$ cat src/rtl/spi_pkg.sv
// Shared types, conf bit positions and half-period mapping for the SPI shift engine.
package spi_pkg;

  typedef enum logic [1:0] {
    S_IDLE  = 2'd0,
    S_SHIFT = 2'd1,
    S_DONE  = 2'd2
  } state_t;

  localparam int unsigned CONF_CPHA   = 32'd0;
  localparam int unsigned CONF_CPOL   = 32'd1;
  localparam int unsigned CONF_LSB    = 32'd3;
  localparam int unsigned CONF_SPD_LO = 32'd4;
  localparam int unsigned CONF_SPD_HI = 32'd6;

  // Speed select 0 is the slow card-init rate; 1..7 are power-of-two half periods.
  function automatic int unsigned half_period(input logic [2:0] spd,
                                              input int unsigned clkfreq,
                                              input int unsigned slow_hz);
    int unsigned h;
    case (spd)
      3'd0: begin
        h = clkfreq / (32'd2 * slow_hz);
        if (h == 32'd0) begin
          h = 32'd1;
        end else begin
          h = h;
        end
      end
      default: h = 32'd1 << (spd - 3'd1);
    endcase
    return h;
  endfunction

  function automatic int unsigned max_half_period(input int unsigned clkfreq,
                                                  input int unsigned slow_hz);
    int unsigned h0;
    h0 = half_period(3'd0, clkfreq, slow_hz);
    return (h0 > 32'd64) ? h0 : 32'd64;
  endfunction

endpackage

$ cat src/rtl/spi_clkdiv.sv
// Loadable half-period counter: one-cycle tick every (tc+1) clocks while enabled.
module spi_clkdiv #(
  parameter int unsigned CNT_W = 32'd6
) (
  input  logic             clk_i,
  input  logic             rst_i,
  input  logic             load_i,
  input  logic             en_i,
  input  logic [CNT_W-1:0] tc_i,
  output logic             tick_o
);

  logic [CNT_W-1:0] cnt_q, cnt_d;
  logic [CNT_W-1:0] tc_q, tc_d;

  always_comb begin
    cnt_d = cnt_q;
    tc_d  = tc_q;
    if (load_i) begin
      cnt_d = '0;
      tc_d  = tc_i;
    end else if (en_i) begin
      if (cnt_q == tc_q) begin
        cnt_d = '0;
      end else begin
        cnt_d = cnt_q + CNT_W'(1'b1);
      end
    end else begin
      cnt_d = '0;
    end
  end

  always_ff @(posedge clk_i) begin
    if (rst_i) begin
      cnt_q <= '0;
      tc_q  <= '0;
    end else begin
      cnt_q <= cnt_d;
      tc_q  <= tc_d;
    end
  end

  assign tick_o = en_i && !load_i && (cnt_q == tc_q);

endmodule

$ cat src/rtl/spi_xcvr.sv
// spi_xcvr: byte-wide SPI shift engine with clock division and CPOL/CPHA modes.
// Define SPI_XCVR_LSBFIRST_EN to honour conf[3] (LSB-first ordering).
module spi_xcvr
  import spi_pkg::*;
#(
  parameter int unsigned CLKFREQ = 32'd10000000,
  parameter int unsigned SLOW_HZ = 32'd400000
) (
  input  logic       clk_i,
  input  logic       rst_i,
  input  logic [7:0] conf,
  input  logic       start,
  input  logic [7:0] tx,
  output logic [7:0] rx,
  output logic       done,
  input  logic       miso,
  output logic       mosi,
  output logic       sclk
);

  localparam int unsigned HMAX  = max_half_period(CLKFREQ, SLOW_HZ);
  localparam int unsigned CNT_W = (HMAX > 32'd1) ? $clog2(HMAX) : 32'd1;

  state_t           state_q, state_d;
  logic [3:0]       edge_q, edge_d;
  logic             sclk_q, sclk_d;
  logic             mosi_q, mosi_d;
  logic [7:0]       tx_sr_q, tx_sr_d;
  logic [7:0]       rx_sr_q, rx_sr_d;
  logic [7:0]       rx_q, rx_d;
  logic             done_q, done_d;
  logic             cpol_q, cpol_d;
  logic             cpha_q, cpha_d;
`ifdef SPI_XCVR_LSBFIRST_EN
  logic             lsb_q, lsb_d;
`endif

  logic             div_load_s, div_en_s, div_tick_s;
  logic [CNT_W-1:0] tc_s;
  logic             sample_s;
  logic             acc_first_s, run_next_s;
  logic [7:0]       acc_rest_s, run_rest_s, rx_shift_s;
  logic             conf_unused_s;

`ifdef SPI_XCVR_LSBFIRST_EN
  assign conf_unused_s = ^{conf[7], conf[2]};
`else
  assign conf_unused_s = ^{conf[7], conf[CONF_LSB], conf[2]};
`endif

  assign tc_s = CNT_W'(half_period(conf[CONF_SPD_HI:CONF_SPD_LO], CLKFREQ, SLOW_HZ) - 32'd1);

  spi_clkdiv #(.CNT_W(CNT_W)) u_clkdiv (
    .clk_i  (clk_i),
    .rst_i  (rst_i),
    .load_i (div_load_s),
    .en_i   (div_en_s),
    .tc_i   (tc_s),
    .tick_o (div_tick_s)
  );

  // Bit-order steering: acc_* from the incoming byte, run_* from the shadow shift regs.
  always_comb begin
`ifdef SPI_XCVR_LSBFIRST_EN
    if (conf[CONF_LSB]) begin
      acc_first_s = tx[0];
      acc_rest_s  = {1'b0, tx[7:1]};
    end else begin
      acc_first_s = tx[7];
      acc_rest_s  = {tx[6:0], 1'b0};
    end
    if (lsb_q) begin
      run_next_s = tx_sr_q[0];
      run_rest_s = {1'b0, tx_sr_q[7:1]};
      rx_shift_s = {miso, rx_sr_q[7:1]};
    end else begin
      run_next_s = tx_sr_q[7];
      run_rest_s = {tx_sr_q[6:0], 1'b0};
      rx_shift_s = {rx_sr_q[6:0], miso};
    end
`else
    acc_first_s = tx[7];
    acc_rest_s  = {tx[6:0], 1'b0};
    run_next_s  = tx_sr_q[7];
    run_rest_s  = {tx_sr_q[6:0], 1'b0};
    rx_shift_s  = {rx_sr_q[6:0], miso};
`endif
  end

  always_comb begin
    state_d    = state_q;
    edge_d     = edge_q;
    sclk_d     = sclk_q;
    mosi_d     = mosi_q;
    tx_sr_d    = tx_sr_q;
    rx_sr_d    = rx_sr_q;
    rx_d       = rx_q;
    done_d     = 1'b0;
    cpol_d     = cpol_q;
    cpha_d     = cpha_q;
`ifdef SPI_XCVR_LSBFIRST_EN
    lsb_d      = lsb_q;
`endif
    div_load_s = 1'b0;
    div_en_s   = 1'b0;
    // Leading edges (even edge_q) sample when cpha=0, trailing edges when cpha=1.
    sample_s   = ~edge_q[0] ^ cpha_q;

    case (state_q)
      S_IDLE: begin
        sclk_d = conf[CONF_CPOL];
        mosi_d = 1'b1;
        edge_d = 4'd0;
        if (start) begin
          state_d    = S_SHIFT;
          div_load_s = 1'b1;
          cpol_d     = conf[CONF_CPOL];
          cpha_d     = conf[CONF_CPHA];
`ifdef SPI_XCVR_LSBFIRST_EN
          lsb_d      = conf[CONF_LSB];
`endif
          rx_sr_d    = 8'h00;
          if (conf[CONF_CPHA]) begin
            tx_sr_d = tx;
            mosi_d  = 1'b1;
          end else begin
            tx_sr_d = acc_rest_s;
            mosi_d  = acc_first_s;
          end
        end else begin
          state_d = S_IDLE;
        end
      end

      S_SHIFT: begin
        div_en_s = 1'b1;
        if (div_tick_s) begin
          if (edge_q == 4'd15) begin
            state_d = S_DONE;
            edge_d  = 4'd0;
            sclk_d  = cpol_q;
          end else begin
            edge_d  = edge_q + 4'd1;
            sclk_d  = ~sclk_q;
          end
          if (sample_s) begin
            rx_sr_d = rx_shift_s;
          end else if (edge_q != 4'd15) begin
            mosi_d  = run_next_s;
            tx_sr_d = run_rest_s;
          end else begin
            mosi_d  = mosi_q;
          end
        end else begin
          state_d = S_SHIFT;
        end
      end

      S_DONE: begin
        div_en_s = ~done_q;
        if (done_q) begin
          state_d = S_IDLE;
          mosi_d  = 1'b1;
        end else if (div_tick_s) begin
          done_d = 1'b1;
          rx_d   = rx_sr_q;
          mosi_d = 1'b1;
        end else begin
          state_d = S_DONE;
        end
      end

      default: begin
        state_d = S_IDLE;
        sclk_d  = 1'b0;
        mosi_d  = 1'b1;
        edge_d  = 4'd0;
      end
    endcase
  end

  always_ff @(posedge clk_i) begin
    if (rst_i) begin
      state_q <= S_IDLE;
      edge_q  <= 4'd0;
      sclk_q  <= 1'b0;
      mosi_q  <= 1'b1;
      tx_sr_q <= 8'h00;
      rx_sr_q <= 8'h00;
      rx_q    <= 8'h00;
      done_q  <= 1'b0;
      cpol_q  <= 1'b0;
      cpha_q  <= 1'b0;
`ifdef SPI_XCVR_LSBFIRST_EN
      lsb_q   <= 1'b0;
`endif
    end else begin
      state_q <= state_d;
      edge_q  <= edge_d;
      sclk_q  <= sclk_d;
      mosi_q  <= mosi_d;
      tx_sr_q <= tx_sr_d;
      rx_sr_q <= rx_sr_d;
      rx_q    <= rx_d;
      done_q  <= done_d;
      cpol_q  <= cpol_d;
      cpha_q  <= cpha_d;
`ifdef SPI_XCVR_LSBFIRST_EN
      lsb_q   <= lsb_d;
`endif
    end
  end

  assign rx   = rx_q;
  assign done = done_q;
  assign mosi = mosi_q;
  assign sclk = sclk_q;

endmodule

$ cat config.mk
export PLATFORM = sky130hd
export DESIGN_NAME = spi_xcvr
export DESIGN_NICKNAME = d
export VERILOG_FILES = /design/src/rtl/spi_pkg.sv /design/src/rtl/spi_clkdiv.sv /design/src/rtl/spi_xcvr.sv
export SDC_FILE = /design/constraint.sdc
export NUM_CORES = 1
export LEC_CHECK = 0
export CORE_ASPECT_RATIO = 0.75
export CORE_MARGIN = 8
export CORE_UTILIZATION = 37
export DETAILED_ROUTE_END_ITERATION = 16
export DONT_BUFFER_PORTS = 1
export HOLD_SLACK_MARGIN = 0.02
export PLACE_DENSITY = 0.51
export SETUP_SLACK_MARGIN = 0.1
export SKIP_CTS_REPAIR_TIMING = 1
export SLEW_MARGIN = 40
export SYNTH_ARGS = -nofsm -noshare
export SYNTH_HDL_FRONTEND = slang
export SYNTH_SLANG_ARGS = --single-unit
$ cat constraint.sdc
create_clock -name clk_i -period 4.49 [get_ports clk_i]
set_clock_uncertainty 0.15 [all_clocks]
set_input_delay 0.6735 -clock clk_i [delete_from_list [all_inputs] [get_ports clk_i]]
set_output_delay 0.6735 -clock clk_i [all_outputs]
set_load 0.01 [all_outputs]
==> results of run 1 <==
-- cells by family after synthesis --
kind of cell	after synthesis	synth area share
adders and majority gates	7	0.03638
buffers and inverters	24	0.04989
and+or+nand+nor	94	0.2022
xor gates and xnor gates	14	0.05093
DFF	47	0.3909
muxes	16	0.06653
AOI/OAI and AO/OA	79	0.2032
-- registers in the layout, summed over array words and instances, names as in the netlist --
register / cells
sclk: 1
mosi: 1
rx: 8
tx_sr_q: 8
done: 1
cpha_q: 1
rx_sr_q: 8
cpol_q: 1
u_clkdiv.cnt_q: 6
state_q: 2
u_clkdiv.tc_q: 6
edge_q: 4
-- layout by cell type (no fill, tap or decap), types with 3 or more instances in the layout --
cell	instances
xnor2_1	10
inv_1	7
nand3b_1	3
clkbuf_8	5
and3_1	3
xor2_1	4
nand2_1	20
nor2_1	26
a21oi_1	26
nand3_1	14
o21ai_1	6
dfxtp_1	47
nor3_1	3
a21o_1	3
mux2i_1	16
nand4_1	10
or3_1	4
o21ai_0	26
a21oi_2	4
ha_1	7
-- worst max path at each step --
stage                     slack, ns                to  cells past startpoint  startpoint
after floorplan                2.22  u_clkdiv.tc_q[4]                      6     conf[6]
after global placement         1.84             rx[5]                      7  state_q[1]
after detailed placement       1.81             rx[5]                      7  state_q[1]
after CTS                      1.79             rx[5]                      7  state_q[1]
after global routing           1.62        rx_sr_q[0]                      7  state_q[1]
final                          1.81             rx[5]                      7  state_q[1]
-- per-stage QoR --
| stage | power [mW] | worst slack [ns] | cells |
|---|---|---|---|
| floorplan | 0.5601 | 2.223 | 281 |
| global placement | 0.5739 | 1.840 | 347 |
| detailed placement | 0.5749 | 1.812 | 347 |
| CTS | 0.9464 | 1.787 | 355 |
| global route | 0.9827 | 1.615 | 355 |
| finish | 0.9393 | 1.806 | 355 |
-- layout make-up --
class | instances | area share
clock buffer | 5 | 0.02686
clock inverter | 3 | 0.02637
inverter | 8 | 0.01172
multi-input combinational | 210 | 0.5254
sequential | 47 | 0.3672
tap | 81 | 0.03955
timing repair buffer | 1 | 0.002930
-- routing by layer --
| metal | up-vias | GRT usage | routed length [µm] |
|---|---|---|---|
| met5 | - | 0 | 0 |
| met4 | 0 | 0.03717 | 69 |
| met3 | 8 | 0.04494 | 400 |
| met2 | 42 | 0.1567 | 2116 |
| met1 | 920 | 0.1752 | 2938 |
| li1 | 975 | - | - |
-- power by group through the flow --
stage               Combinational (mW)  Sequential [mW]  Clock (mW)
global placement                 0.122            0.452           0
floorplan                        0.111            0.449           0
finish                           0.123            0.442       0.374
detailed placement               0.123            0.452           0
global route                     0.137            0.445       0.401
CTS                              0.123            0.443       0.381
==> summary.md, run 1 <==
| Metric | Value |
|---|---|
| Outcome | `finished clean` |
| R2r startpoint | `state_q[1]` |
| Switching power | `between 0.2 and 0.25 mW` |
| Wire per inst | `15.56 µm` |
| Kind of critical path | `reg2reg` |
| Synth cell types | `45` |
| Synth async-reset ratio | `0` |
| N_diodes | `0` |
| Max_cap viols | `0` |
| Post-synthesis average cell area | `8.567 µm²` |
| Fin nets | `300` |
| Initial Util | `0.3829` |
| Post-layout min period | `2.684 ns` |
| Max-slew headroom | `0.5011` |
| DRT Wirelength | `roughly 5500 µm` |
| Die Footprint | `9370 µm²` |
| Worst slew pin tran | `roughly 0.74 ns` |
| First-pass GRT wire length | `roughly 9000 µm` |
| DRT iter0 DRCs | `approximately 130` |
| Count of final max-slew check failures | `0` |
| Gate power share | `0.131` |
| Hold Path Depth | `1` |
| Yosys Warn Count | `0` |
| Num CTS Buffers | `5` |
| Total core area | `approximately 6300 µm²` |
| DRC violations left | `0` |
| P_leak | `0.8718 nW` |
| Vias in the first global route | `1761` |
| Mapped Area | `around 2400 µm²` |
| Post-synth top area cell | `dfxtp_1` |
| Fmax | `approximately 370 MHz` |
| Crit start category | `flop` |
| Internal power | `around 0.7 mW` |
| CTS tree | `built` |
| Critical Path AT | `between 2 and 3 ns` |
| Buffers and inverters on the worst path | `2` |
| Clock-pin slew on the worst setup and hold paths | `approximately 0.090 ns` |
| Slowest stage delay, CP | `about 0.52 ns` |
| Chip width | `roughly 110 µm` |
| RR Endpoint | `rx[5]` |
| Area occupied by registers | `about 940 µm²` |
| Filler Cell Count | `about 650` |
| CP delay by family, top | `simple AND/OR/NAND/NOR gates` |
| Vias per std cell | `roughly 5.5` |
| Crit path required time | `roughly 4.6 ns` |
| Syn-to-layout area delta | `6.445%` |
| Fraction of power consumed by sequential logic | `0.471` |
| Final Hold Viols | `0` |
| Critical path's slowest cell | `ha_1` |
| Count leader, synth | `dfxtp_1` |
| Hold_sp | `rst_i` |
| # IOs | `31` |
| Synth area leaders | `dfxtp_1 (39%), mux2i_1 (6.7%), a21oi_1 (5.4%), o21ai_0 (5.4%), nor2_1 (4.1%)` |
| Mapped Cells | `between 200 and 300` |
| DRT Pass-1 Iters | `4` |
| Crit Path Max Fanout | `20` |
| EDFF count, synth | `0` |
| Row count | `25` |
| CTS HTree Levels | `2` |
| RSZ-0062 raised after global routing | `false` |
| Area of the multi-input gates | `1346 µm²` |
| Final Setup Violations | `0` |
| Final cycle utilization of the critical path | `0.5978` |
| Placed Area | `2426 µm²` |
| Post-DRT Antenna Nets | `0` |
| Post-route cell area | `2562 µm²` |
| Initial antenna violation count | `0` |
| Most common library cells after synthesis | `dfxtp_1 (47), a21oi_1 (26), nor2_1 (26), o21ai_0 (26), nand2_1 (20)` |
| FF+latch count, synth | `47` |
| Post-DP HPWL | `3843 µm` |
| Worst Reg2Reg Path Length in Cells | `7` |
| Clock latency on the worst-skew pair | `slightly above 0.3 ns` |
| Die Span Y | `roughly 86 µm` |
| Pwr/cell area | `around 370 nW/µm²` |
| Sequential fraction of the synthesis area | `0.3909` |
| Largest net degree at the start of global routing | `between 40 and 50` |
| DR vias | `~2000` |
| Share of the synthesized area in the top cell type | `0.3909` |
| Max rail drop VDD | `0.0001184 V` |
| Net Sw Frac | `0.2574` |
| Syn nets | `approximately 310` |
| Master cell of the clock root buffer | `clkbuf_8` |
| Routability Congestion | `0.7372` |
| CTS sink cnt | `between 40 and 50` |
| Worst Setup End Kind | `flop` |
| Overflow after GRT | `0` |
| GRT Util Overall | `0.1206` |
| Clock Tree Buf Depth | `2` |
| Dominant synthesized flop cell | `dfxtp_1` |
| Hold path endpoint | `tx_sr_q[0]` |
| Port Buf Inserts | `0` |
| Post-layout util | `0.4076` |
| Class of the worst hold path | `in2reg` |
| Clock share of power | `0.398` |
| Final setup TNS | `0 ns` |
| Reg2Reg Setup Slack | `about 1.8 ns` |
| Final Hold Slack | `roughly 0.28 ns` |
| Share of cells above drive strength 1 | `0.09124` |
| Crit-path cells | `inv_1 > ha_1 > buf_4 > o2111a_2 > and3_1 > mux2i_1 > nor2_1` |
Power figures use the tool's default switching activity.
==> run 2, diff against run 1 <==
- ABC_AREA: unset -> 1
- clock period: 4.49 -> 2.7 ns (I/O delays scaled with it)
==> summary.md, run 2 <==
| Metric | Value |
|---|---|
| Outcome | `finished clean` |
| Die Span Y | `between 80 and 90 µm` |
| DRT iter0 DRCs | `79` |
| Post-layout min period | `2.196 ns` |
| Mapped Cells | `about 360` |
| Crit Path Max Fanout | `19` |
| Num CTS Buffers | `5` |
| CTS HTree Levels | `2` |
| Most used cell, CP | `nand2_1` |
| Clock latency on the worst-skew pair | `around 0.30 ns` |
| Post-DP HPWL | `~4000 µm` |
| RSZ-0062 raised after global routing | `false` |
| P_leak | `1.201 nW` |
| Pre-CTS WS | `slightly below 0.5 ns` |
| First-pass GRT wire length | `9777 µm` |
| Critical Path AT | `~2.3 ns` |
| Fin nets | `around 400` |
| Wire per inst | `12.71 µm` |
| EDFF count, synth | `0` |
| Finished Layout Cells | `roughly 450` |
| Crit path required time | `~2.8 ns` |
| Die Footprint | `about 9500 µm²` |
| N_diodes | `0` |
| Max rail drop VDD | `approximately 0.00028 V` |
| Vias per std cell | `between 4 and 5` |
| Max-slew headroom | `0.6653` |
| Final setup TNS | `0 ns` |
| Crit. Startpoint | `state_q[0]` |
| CTS sink cnt | `47` |
| FF+latch count, synth | `between 40 and 50` |
| Clock Tree Buf Depth | `2` |
| DRC violations left | `0` |
| Most common cell after layout, fill and taps aside | `nand2_1` |
| Overflow after GRT | `0` |
| Sequential fraction of the synthesis area | `0.3843` |
| # IOs | `31` |
| DRT Pass-1 Iters | `4` |
| Pwr/cell area | `between 500 and 600 nW/µm²` |
| Dominant synthesized flop cell | `dfxtp_1` |
| Hold Path Depth | `3` |
| Total core area | `approximately 6300 µm²` |
| Final Hold Viols | `0` |
| Kind of critical path | `reg2reg` |
| Crit start category | `flop` |
| Worst slew pin tran | `0.5004 ns` |
| Chip width | `109.9 µm` |
| Initial Util | `0.3856` |
| Critical path's slowest cell | `dfxtp_1` |
| R2r startpoint | `state_q[0]` |
| Post-synthesis average cell area | `about 6.7 µm²` |
| Final Setup Violations | `0` |
| Hold_sp | `rst_i` |
| Port Buf Inserts | `0` |
| Syn-to-layout area delta | `7.358%` |
| Filler Cell Count | `between 600 and 700` |
| Row count | `25` |
| Synth area leaders | `dfxtp_1 (38%), nand2_1 (15%), inv_1 (7.7%), a21oi_1 (5.7%), nor2_1 (5.4%)` |
| Largest net degree at the start of global routing | `27` |
| Most common library cells after synthesis | `nand2_1 (98), inv_1 (50), dfxtp_1 (47)` |
| Count of final max-slew check failures | `0` |
| Placed cells | `between 400 and 500` |
| Syn nets | `391` |
| Share of cells above drive strength 1 | `0.07123` |
| Crit-path cells | `inv_1 > ha_1 > nand2_1 > nand2_1 > a21oi_2 > nand4_4 > nand2_4 > nand3_2 > nand2_1 > inv_1 > nor2_1` |
| Commonest cells after routing, fill and taps aside | `nand2_1 (98), inv_1 (50), dfxtp_1 (47)` |
| Mapped Area | `~2400 µm²` |
| Yosys Warn Count | `0` |
| Worst Setup End Kind | `flop` |
| Post-layout util | `0.4140` |
| Vias in the first global route | `~2000` |
| Final Hold Slack | `between 0.09 and 0.1 ns` |
| Synth async-reset ratio | `0` |
| Max_cap viols | `0` |
| Slowest stage delay, CP | `around 0.40 ns` |
| Post-DRT Antenna Nets | `0` |
| DRT Wirelength | `about 5700 µm` |
| GRT Util Overall | `0.1271` |
| Tot Pwr | `1.492 mW` |
| Final cycle utilization of the critical path | `0.8132` |
| Class of the worst hold path | `in2reg` |
| Share of the synthesized area in the top cell type | `0.3843` |
| Placed Area | `~2500 µm²` |
| Clock-pin slew on the worst setup and hold paths | `approximately 0.09 ns` |
| CTS tree | `built` |
| Worst Reg2Reg Path Length in Cells | `11` |
| Fmax | `approximately 460 MHz` |
| Count leader, synth | `nand2_1` |
| DR vias | `2074` |
| Fin worst setup slack | `about 0.50 ns` |
| Routability Congestion | `between 0.7 and 0.8` |
| Synth cell types | `29` |
| Post-route cell area | `between 2000 and 3000 µm²` |
| Initial antenna violation count | `0` |
| Post-synth top area cell | `dfxtp_1` |
| Master cell of the clock root buffer | `clkbuf_8` |
[run 2: changes by cell type in the layout (fill, tap and decap cells not counted), sizes merged, moves of 4 or more]
cell | previous run | this run
o21ai | 33 | 22
nand2 | 20 | 100
or3 | 4 | 0
inv | 8 | 55
xnor2 | 10 | 0
nor2 | 26 | 38
nand4 | 11 | 7
mux2i | 16 | 0
nand3 | 14 | 24
[run 2: final cells by class]
class | instances | area [µm²] | area share
clock buffer | 6 | 82.58 | 0.03141
sequential | 47 | 940.9 | 0.3579
timing repair buffer | 5 | 42.54 | 0.01618
clock inverter | 2 | 16.27 | 0.006188
tap | 81 | 101.3 | 0.03855
multi-input combinational | 250 | 1239 | 0.4712
inverter | 55 | 206.4 | 0.07853
[run 2: cells by family after synthesis]
kind of cell / share of synthesized area
AND/OR/NAND/NOR: 0.3143
buffers and inverters: 0.1099
AO/OA/AOI/OAI: 0.1344
flip-flops: 0.3843
adder cells (fa/ha/maj): 0.03577
XOR/XNOR: 0.02146
[run 2: final timing paths]
| path | slack (ns) | to |
|---|---|---|
| max | 0.50 | rx_sr_q[2] |
| min | 0.1 | u_clkdiv.tc_q[2] |
| max reg2reg | 0.50 | rx_sr_q[2] |
| min reg2reg | 0.30 | tx_sr_q[5] |
[run 2: metal layers]
metal	up-vias	share of wire	GRT usage
li1	1145	-	-
met1	888	0.56	0.1892
met2	36	0.36	0.1706
met3	5	0.072	0.04003
met4	0	0.0060	0.02567
met5	-	0	0
[run 2: critical path: cells and delay by family (launching register included)]
kind / cells / cell delay, ns
flip-flops: 1 / 0.40
buffers and inverters: 2 / 0.12
adder cells (fa/ha/maj): 1 / 0.24
AND/OR/NAND/NOR: 7 / 1.04
AO/OA/AOI/OAI: 1 / 0.17
[run 2: power by group]
group | internal (mW) | switching, mW | total, mW
Combinational | 0.0923 | 0.175 | 0.268
Clock | 0.209 | 0.249 | 0.459
Sequential | 0.738 | 0.0271 | 0.765
Total | 1.04 | 0.452 | 1.49
